### config.mk
export PLATFORM = sky130hd
export DESIGN_NAME = pixel_stream_tx
export DESIGN_NICKNAME = d
export VERILOG_FILES = /design/src/rtl/pixel_stream_tx.sv
export SDC_FILE = /design/constraint.sdc
export NUM_CORES = 1
export LEC_CHECK = 0
export CAP_MARGIN = 0
export CORE_UTILIZATION = 40
export CTS_CLUSTER_SIZE = 30
export DETAILED_ROUTE_END_ITERATION = 10
export SLEW_MARGIN = 15
export SYNTH_ARGS = -nofsm -noshare
export SYNTH_HDL_FRONTEND = slang
export SYNTH_SLANG_ARGS = --single-unit
### constraint.sdc
create_clock -name Clk -period 1.9 [get_ports Clk]
set_clock_uncertainty 0.05 [all_clocks]
set_input_delay 0.38 -clock Clk [delete_from_list [all_inputs] [get_ports Clk]]
set_output_delay 0.38 -clock Clk [all_outputs]
set_load 0.01 [all_outputs]
### src/rtl/pixel_stream_tx.sv
// Frame-stream transmitter: walks a HEIGHT x WIDTH 8-bit image held in a sync-read memory and
// emits it as a contiguous Pixel/Frame/Line raster stream, one pixel per clock.
// Optional build macro STREAM_TX_TESTPAT_EN adds a TestPat input that replaces memory data with
// the (i+j) mod 256 diagonal ramp while keeping identical stream timing.
module pixel_stream_tx #(
  parameter int unsigned WIDTH  = 64,
  parameter int unsigned HEIGHT = 64,
  parameter int unsigned ADDR_W = 12
) (
  input  logic              Clk,
  input  logic              Reset,
  input  logic              Start,
  input  logic              Cont,
`ifdef STREAM_TX_TESTPAT_EN
  input  logic              TestPat,
`endif
  output logic              RdEn,
  output logic [ADDR_W-1:0] RdAddr,
  input  logic [7:0]        RdData,
  output logic [7:0]        Pixel,
  output logic              Frame,
  output logic              Line,
  output logic              Busy,
  output logic              FrameDone
);

  localparam logic [7:0] ILast = 8'(WIDTH - 1);
  localparam logic [7:0] JLast = 8'(HEIGHT - 1);

  typedef enum logic [1:0] {
    StIdle,
    StFetch,
    StDrain
  } state_e;

  state_e     state;

  // Coordinates of the address currently presented to the memory.
  logic [7:0] iCnt;
  logic [7:0] jCnt;

  // Stage-1 shadow: coordinates whose memory data appears on RdData this cycle.
  logic       s1Valid;
  logic [7:0] s1I;
  logic [7:0] s1J;

  // Test-pattern mode, latched when a frame request is accepted.
  logic       testPat;
  logic       testPatIn;
  logic       lastAddr;
  logic [7:0] patPixel;

`ifdef STREAM_TX_TESTPAT_EN
  assign testPatIn = TestPat;
`else
  assign testPatIn = 1'b0;
`endif

  assign lastAddr = (iCnt == ILast) && (jCnt == JLast);
  // 8-bit add wraps naturally, giving (i+j) mod 256.
  assign patPixel = s1I + s1J;

  // Control FSM: address generation, read strobe, busy flag and stage-1 coordinate shadow.
  always_ff @(posedge Clk) begin
    if (Reset) begin
      state   <= StIdle;
      RdEn    <= 1'b0;
      RdAddr  <= '0;
      iCnt    <= '0;
      jCnt    <= '0;
      Busy    <= 1'b0;
      testPat <= 1'b0;
      s1Valid <= 1'b0;
      s1I     <= '0;
      s1J     <= '0;
    end else begin
      unique case (state)
        StIdle: begin
          s1Valid <= 1'b0;
          RdAddr  <= '0;
          iCnt    <= '0;
          jCnt    <= '0;
          if (Start) begin
            state   <= StFetch;
            testPat <= testPatIn;
            RdEn    <= ~testPatIn;
            Busy    <= 1'b1;
          end else begin
            RdEn <= 1'b0;
            Busy <= 1'b0;
          end
        end

        StFetch: begin
          s1Valid <= 1'b1;
          s1I     <= iCnt;
          s1J     <= jCnt;
          if (lastAddr) begin
            // Cont is only looked at here, so dropping it mid-frame finishes that frame.
            RdAddr <= '0;
            iCnt   <= '0;
            jCnt   <= '0;
            if (!Cont) begin
              state <= StDrain;
              RdEn  <= 1'b0;
            end
          end else begin
            RdAddr <= RdAddr + 1'b1;
            if (iCnt == ILast) begin
              iCnt <= '0;
              jCnt <= jCnt + 1'b1;
            end else begin
              iCnt <= iCnt + 1'b1;
            end
          end
        end

        StDrain: begin
          // Final pixel is registered on this edge; Busy drops one cycle later in StIdle.
          s1Valid <= 1'b0;
          state   <= StIdle;
        end

        default: begin
          state   <= StIdle;
          RdEn    <= 1'b0;
          s1Valid <= 1'b0;
        end
      endcase
    end
  end

  // Output register stage: pixel value plus raster markers, all zero when no pixel is valid.
  always_ff @(posedge Clk) begin
    if (Reset) begin
      Pixel     <= '0;
      Frame     <= 1'b0;
      Line      <= 1'b0;
      FrameDone <= 1'b0;
    end else if (s1Valid) begin
      Pixel     <= testPat ? patPixel : RdData;
      Frame     <= (s1I == 8'd0) && (s1J == 8'd0);
      Line      <= (s1I == 8'd0);
      FrameDone <= (s1I == ILast) && (s1J == JLast);
    end else begin
      Pixel     <= '0;
      Frame     <= 1'b0;
      Line      <= 1'b0;
      FrameDone <= 1'b0;
    end
  end

endmodule

; Word level (Yosys, flattened, before mapping)
; Cells that the tools add are included.
[word_totals]
regBits = 60
latchBits = 0
ram_bits = 0
rom_bits = 0
out_inout_bits = 25
word_cells = 56
mem_count = 0
[op_classes]
n_addsub = 3
mul = 0
div = 0
magnitude_cmp = 0
eq_ne = 10
n_shift = 0
mux = 17
bitwise = 2
n_reduce_logical = 11
[op_table]
columns = operator, count
row1 = "8-bit by 6-bit equality test with 1-bit output, second input constant", 4
row2 = 8-bit 2-to-1 mux, 4
row3 = 8-bit case mux with 2 select lines, 2
row4 = 12-bit case mux with 2 select lines, 1
row5 = "8-bit by 1-bit adder with 8-bit output, second input constant", 2
row6 = 8-bit logical NOT, 2
row7 = "12-bit by 1-bit adder with 12-bit output, second input constant", 1
row8 = 12-bit 2-to-1 mux, 1
row9 = 2-bit 2-to-1 mux, 3
row10 = "2-bit != test, second input constant", 3
row11 = 3-bit AND reduction, 2
row12 = 1-bit 2-to-1 mux, 4
row13 = 2-bit case mux with 2 select lines, 1
row14 = 1-bit logical AND, 3
row15 = "3-bit != test, second input constant", 1
row16 = 1-bit case mux with 3 select lines, 1
row17 = "2-bit by 1-bit equality test with 1-bit output, second input constant", 1
row18 = "2-bit equality test, second input constant", 1
row19 = 2-bit logical NOT, 1
row20 = 1-bit NOT, 2
row21 = 2-bit AND reduction, 1
row22 = 2-bit nonzero test, 1
row23 = 2-bit OR reduction, 1

; Depth between registers and ports, before layout
[logic_depth]
depth_word = 4
depth_mapped = 8

; Worst setup path before layout
; No wires, ideal clock.
[synth_timing]
path_type = register to register
from = reg iCnt[0]
to = reg jCnt[3]
arrival_ps = 1528
required_ps = 1727
path_slack_ps = 199
stages_incl_launch_ff = 9
n_path_buf = 2
synth_period_minus_slack_ps = 1701
path_cell_list = dfxtp_1 -> ha_1 -> and3_1 -> buf_6 -> nand4_2 -> and2_4 -> buf_6 -> a32oi_1 -> o21ai_1
[synth_via]
elab_chain_len = 4
word_cells_on_any_way = 6
cone_classes = eq/ne (2) / mux (2) / reduce/logical (2)
[synth_rtl]
columns = item, line
row1 = start: declaration, 39  ; logic [7:0] iCnt;
row2 = start signal: assignment, 113  ; iCnt <= iCnt + 1'b1;
row3 = 8-bit by 6-bit equality test with 1-bit output *, "59, 109"
row4 = 1-bit logical AND, 59  ; assign lastAddr = (iCnt == ILast) && (jCnt == JLast);
row5 = 8-bit 2-to-1 mux or 3-bit != test (tied branches), n/a
row6 = 8-bit case mux with 2 select lines or 2-bit AND reduction (tied branches), n/a
row7 = end signal: assignment, 111  ; jCnt <= jCnt + 1'b1;
row8 = end: declaration, 40  ; logic [7:0] jCnt;
; Every way passes the cells marked *; elsewhere a longest branch is shown, timed or not.
; A chain may end at the register's enable or synchronous reset.

; Worst setup path in the final report
[layout_timing]
from = reg RdAddr[7]
to = out RdAddr[7]
[layout_rtl]
columns = item, line
row1 = start: declaration, 18  ; output logic [ADDR_W-1:0] RdAddr,
row2 = start signal: assignment, 108  ; RdAddr <= RdAddr + 1'b1;
; No word-level cell between the ends.

==> metrics.csv <==
metric;value;unit
outcome;finished, final reports clean;
WP data arrival;1.36;ns
M1 GR Usage;25.0;%
CTS tree;done;
Slew headroom;74.9;%
fraction of layout cells with a size suffix above 1;15.3;%
Mapped Cells;292;
Hold Startpoint;s1J[7]$_SDFFE_PP0P_;
mean post-synth cell area;8.72;µm²
CP Cell Sequence;clkdlybuf4s50_1;
area after detailed placement;3130;µm²
hold_buf cts;0;
max-cap violations;0;
RSZ-0062 raised after global routing;no;
first-pass GRT wire length;9430;µm
Die Span X;81.8;µm
Final nets;366;
Crit path max-delay family;buffers and inverters;
antenna violation net count after detailed routing;0;
via count;2284;
Fin. Hold Viols;0;
final max-slew violation count;0;
fin util;55.0;%
Reg-to-Reg End;RdAddr[11]$_SDFFE_PP0P_;
n_diodes;0;
Reg2Reg Depth;6;
Worst Setup End Kind;output pin;
Port Buffers;36;
R2R setup slack;0.16;ns
number of global-route vias before repair;2032;
setup_tns;0;ns
Lkg Pwr;1.24;nW
placed cell count;415;
largest net degree at the start of global routing;28;
vias per cell;5.32;
DIE HEIGHT;81.8;µm
slowest cell on the critical path;clkdlybuf4s50_1;
post-synth net total;307;
Setup Crit Path Kind;reg -> out;
Post-Syn Area;2540;µm²
critical-path maximum fanout;7;
Core Region;6030;µm²
final WL;5650;µm
actual slew at the worst max-slew pin;0.372;ns
fmax;558;MHz
peak supply drop;0.000396;V
Hold WS;0.401;ns
gpl congestion;0.784;
power per standard cell area;778;nW/µm²
Setup violations, final;0;
top_reg_cell synth;dfxtp_1;
WL/cell;13.2;µm
Post CTS Setup Buffer Count;0;
H-tree depth;3;
post-layout min period;1.79;ns
Yosys warnings;0;
CP max stage delay;0.58;ns
worst skew pair latency;0.33;ns
Most Crowded Layer GR;met2;
drt pass-1 iters;4;
number of clock sinks;60;
initial DRC count;103;
Worst-path clk slew;0.06;ns
Max clock buf depth;2;
row count;28;
RR Startpoint;jCnt[0]$_SDFFE_PP0P_;
Initial Util;42.2;%
Congestion Overflow GR;0;
EDFF count, synth;0;
final std cells w/o fill;429;
Startpoint Class;flip-flop;
overall global routing resource usage;18.9;%
WHS Path Cells;1;
period utilisation layout;94.3;%
CTS root buffer;clkbuf_8;
Design Area, Final;3320;µm²
Async S/R FF share, synth;0;%
initial antenna violation count;0;
Cell variety after synth;46;
GR Layer Usage met2;28.3;%
DRC Markers;0;
# IOs;37;
Die Area;6690;µm²
CTS resizes;0;
Area Overhead vs Synth;30.3;%
fillers;585;
TritonCTS buffer count;9;
HP Class;reg -> reg;
met3 Usage GRT;4.22;%
critical path buffer and inverter count;1;
Seq cells post-synth;60;
Crit. Startpoint;RdAddr[7]$_SDFFE_PP0P_;
Hold EP;FrameDone$_SDFF_PP0_;
Crit path required time;1.47;ns
HPWL after DPL;4040;µm
post-synthesis sequential area ratio;47.2;%
[cell type report]
class                      count  area [µm²]  area share [%]
clock buffer                  12         155            4.68
clock inverter                 2        35.0            1.06
inverter                       1        3.75           0.113
multi-input combinational    217        1270            38.3
sequential                    60        1200            36.2
tap                           75        93.8            2.83
timing repair buffer          62         556            16.8
[per-stage QoR]
| step | worst slack, ns | power (mW) |
|---|---|---|
| 2_1_floorplan | 0.199 | 1.40 |
| 3_3_place_gp | 0.0408 | 1.48 |
| 3_5_place_dp | 0.0317 | 1.48 |
| 4_1_cts | 0.0944 | 2.61 |
| 5_1_grt | 0.0365 | 2.68 |
| 6_report | 0.108 | 2.58 |
[cells by family (layout without fill, tap and decap cells)]
kind of cell,after synthesis,after routing,share of synthesized area (%)
AO/OA/AOI/OAI,72,72,18.4
XOR/XNOR,2,2,0.688
adder cells (fa/ha/maj),3,3,1.48
buffers and inverters,15,77,2.85
flip-flops,60,60,47.2
multiplexers,7,7,2.95
AND/OR/NAND/NOR,133,133,26.5
[Yosys cell counts (2+ instances only)]
master	number	share of area (%)
a21o_1	5	1.5
a21oi_1	28	5.5
a21oi_2	2	0.69
a22oi_1	6	1.8
a311oi_1	4	1.4
a31oi_1	5	1.2
a32oi_1	2	0.69
a41oi_1	3	1.0
and2_1	8	2.0
and3_1	4	0.98
and4_1	2	0.69
and4bb_2	2	0.98
buf_6	2	0.88
clkbuf_1	11	1.6
dfxtp_1	60	47
ha_1	3	1.5
mux2_2	4	1.8
mux2i_1	3	1.2
nand2_1	49	7.2
nand2b_1	5	1.2
nand3_1	12	2.4
nor2_1	25	3.7
nor2b_1	4	0.98
nor3_1	4	0.79
nor3b_1	2	0.59
nor4_1	7	1.7
o21ai_0	9	1.8
o21ai_1	2	0.39
xor2_1	2	0.69
[report_power, final]
group / internal [mW] / switching, mW / total (mW)
clock: 0.661 / 0.466 / 1.13
combinational: 0.0805 / 0.0860 / 0.167
sequential: 1.27 / 0.0111 / 1.28
total: 2.02 / 0.563 / 2.58
[state kept, by name, summed over array words and instances (netlist names)]
register / cells
RdAddr: 12
Pixel: 8
FrameDone: 1
state: 2
s1I: 8
s1Valid: 1
s1J: 8
RdEn: 1
Line: 1
jCnt: 8
iCnt: 8
Busy: 1
Frame: 1
[placed cells by master (no fill, tap or decap), types with 6 or more instances in the layout]
cell             count
a21oi_1             28
a22oi_1              6
and2_1               8
buf_4               26
clkbuf_8            11
clkdlybuf4s50_1     36
dfxtp_1             60
nand2_1             49
nand3_1             12
nor2_1              25
nor4_1               7
o21ai_0              9
[per-layer routing]
layer	vias up	wire length, µm	share of wire, %
met1	1056	2830	50
met4	0	140	2.5
met2	51	2420	43
li1	1163	-	-
met5	-	0	0
met3	14	257	4.5
[how the worst max path moves through the flow]
stage               depth (start not counted)                    to
CTS                                         1             RdAddr[7]
floorplan                                   8  jCnt[3]$_SDFFE_PP0P_
finish                                      1             RdAddr[7]
global placement                            5  FrameDone$_SDFF_PP0_
global route                                6  jCnt[4]$_SDFFE_PP0P_
detailed placement                          5  FrameDone$_SDFF_PP0_
No activity file was read; power rests on OpenSTA's default activity.
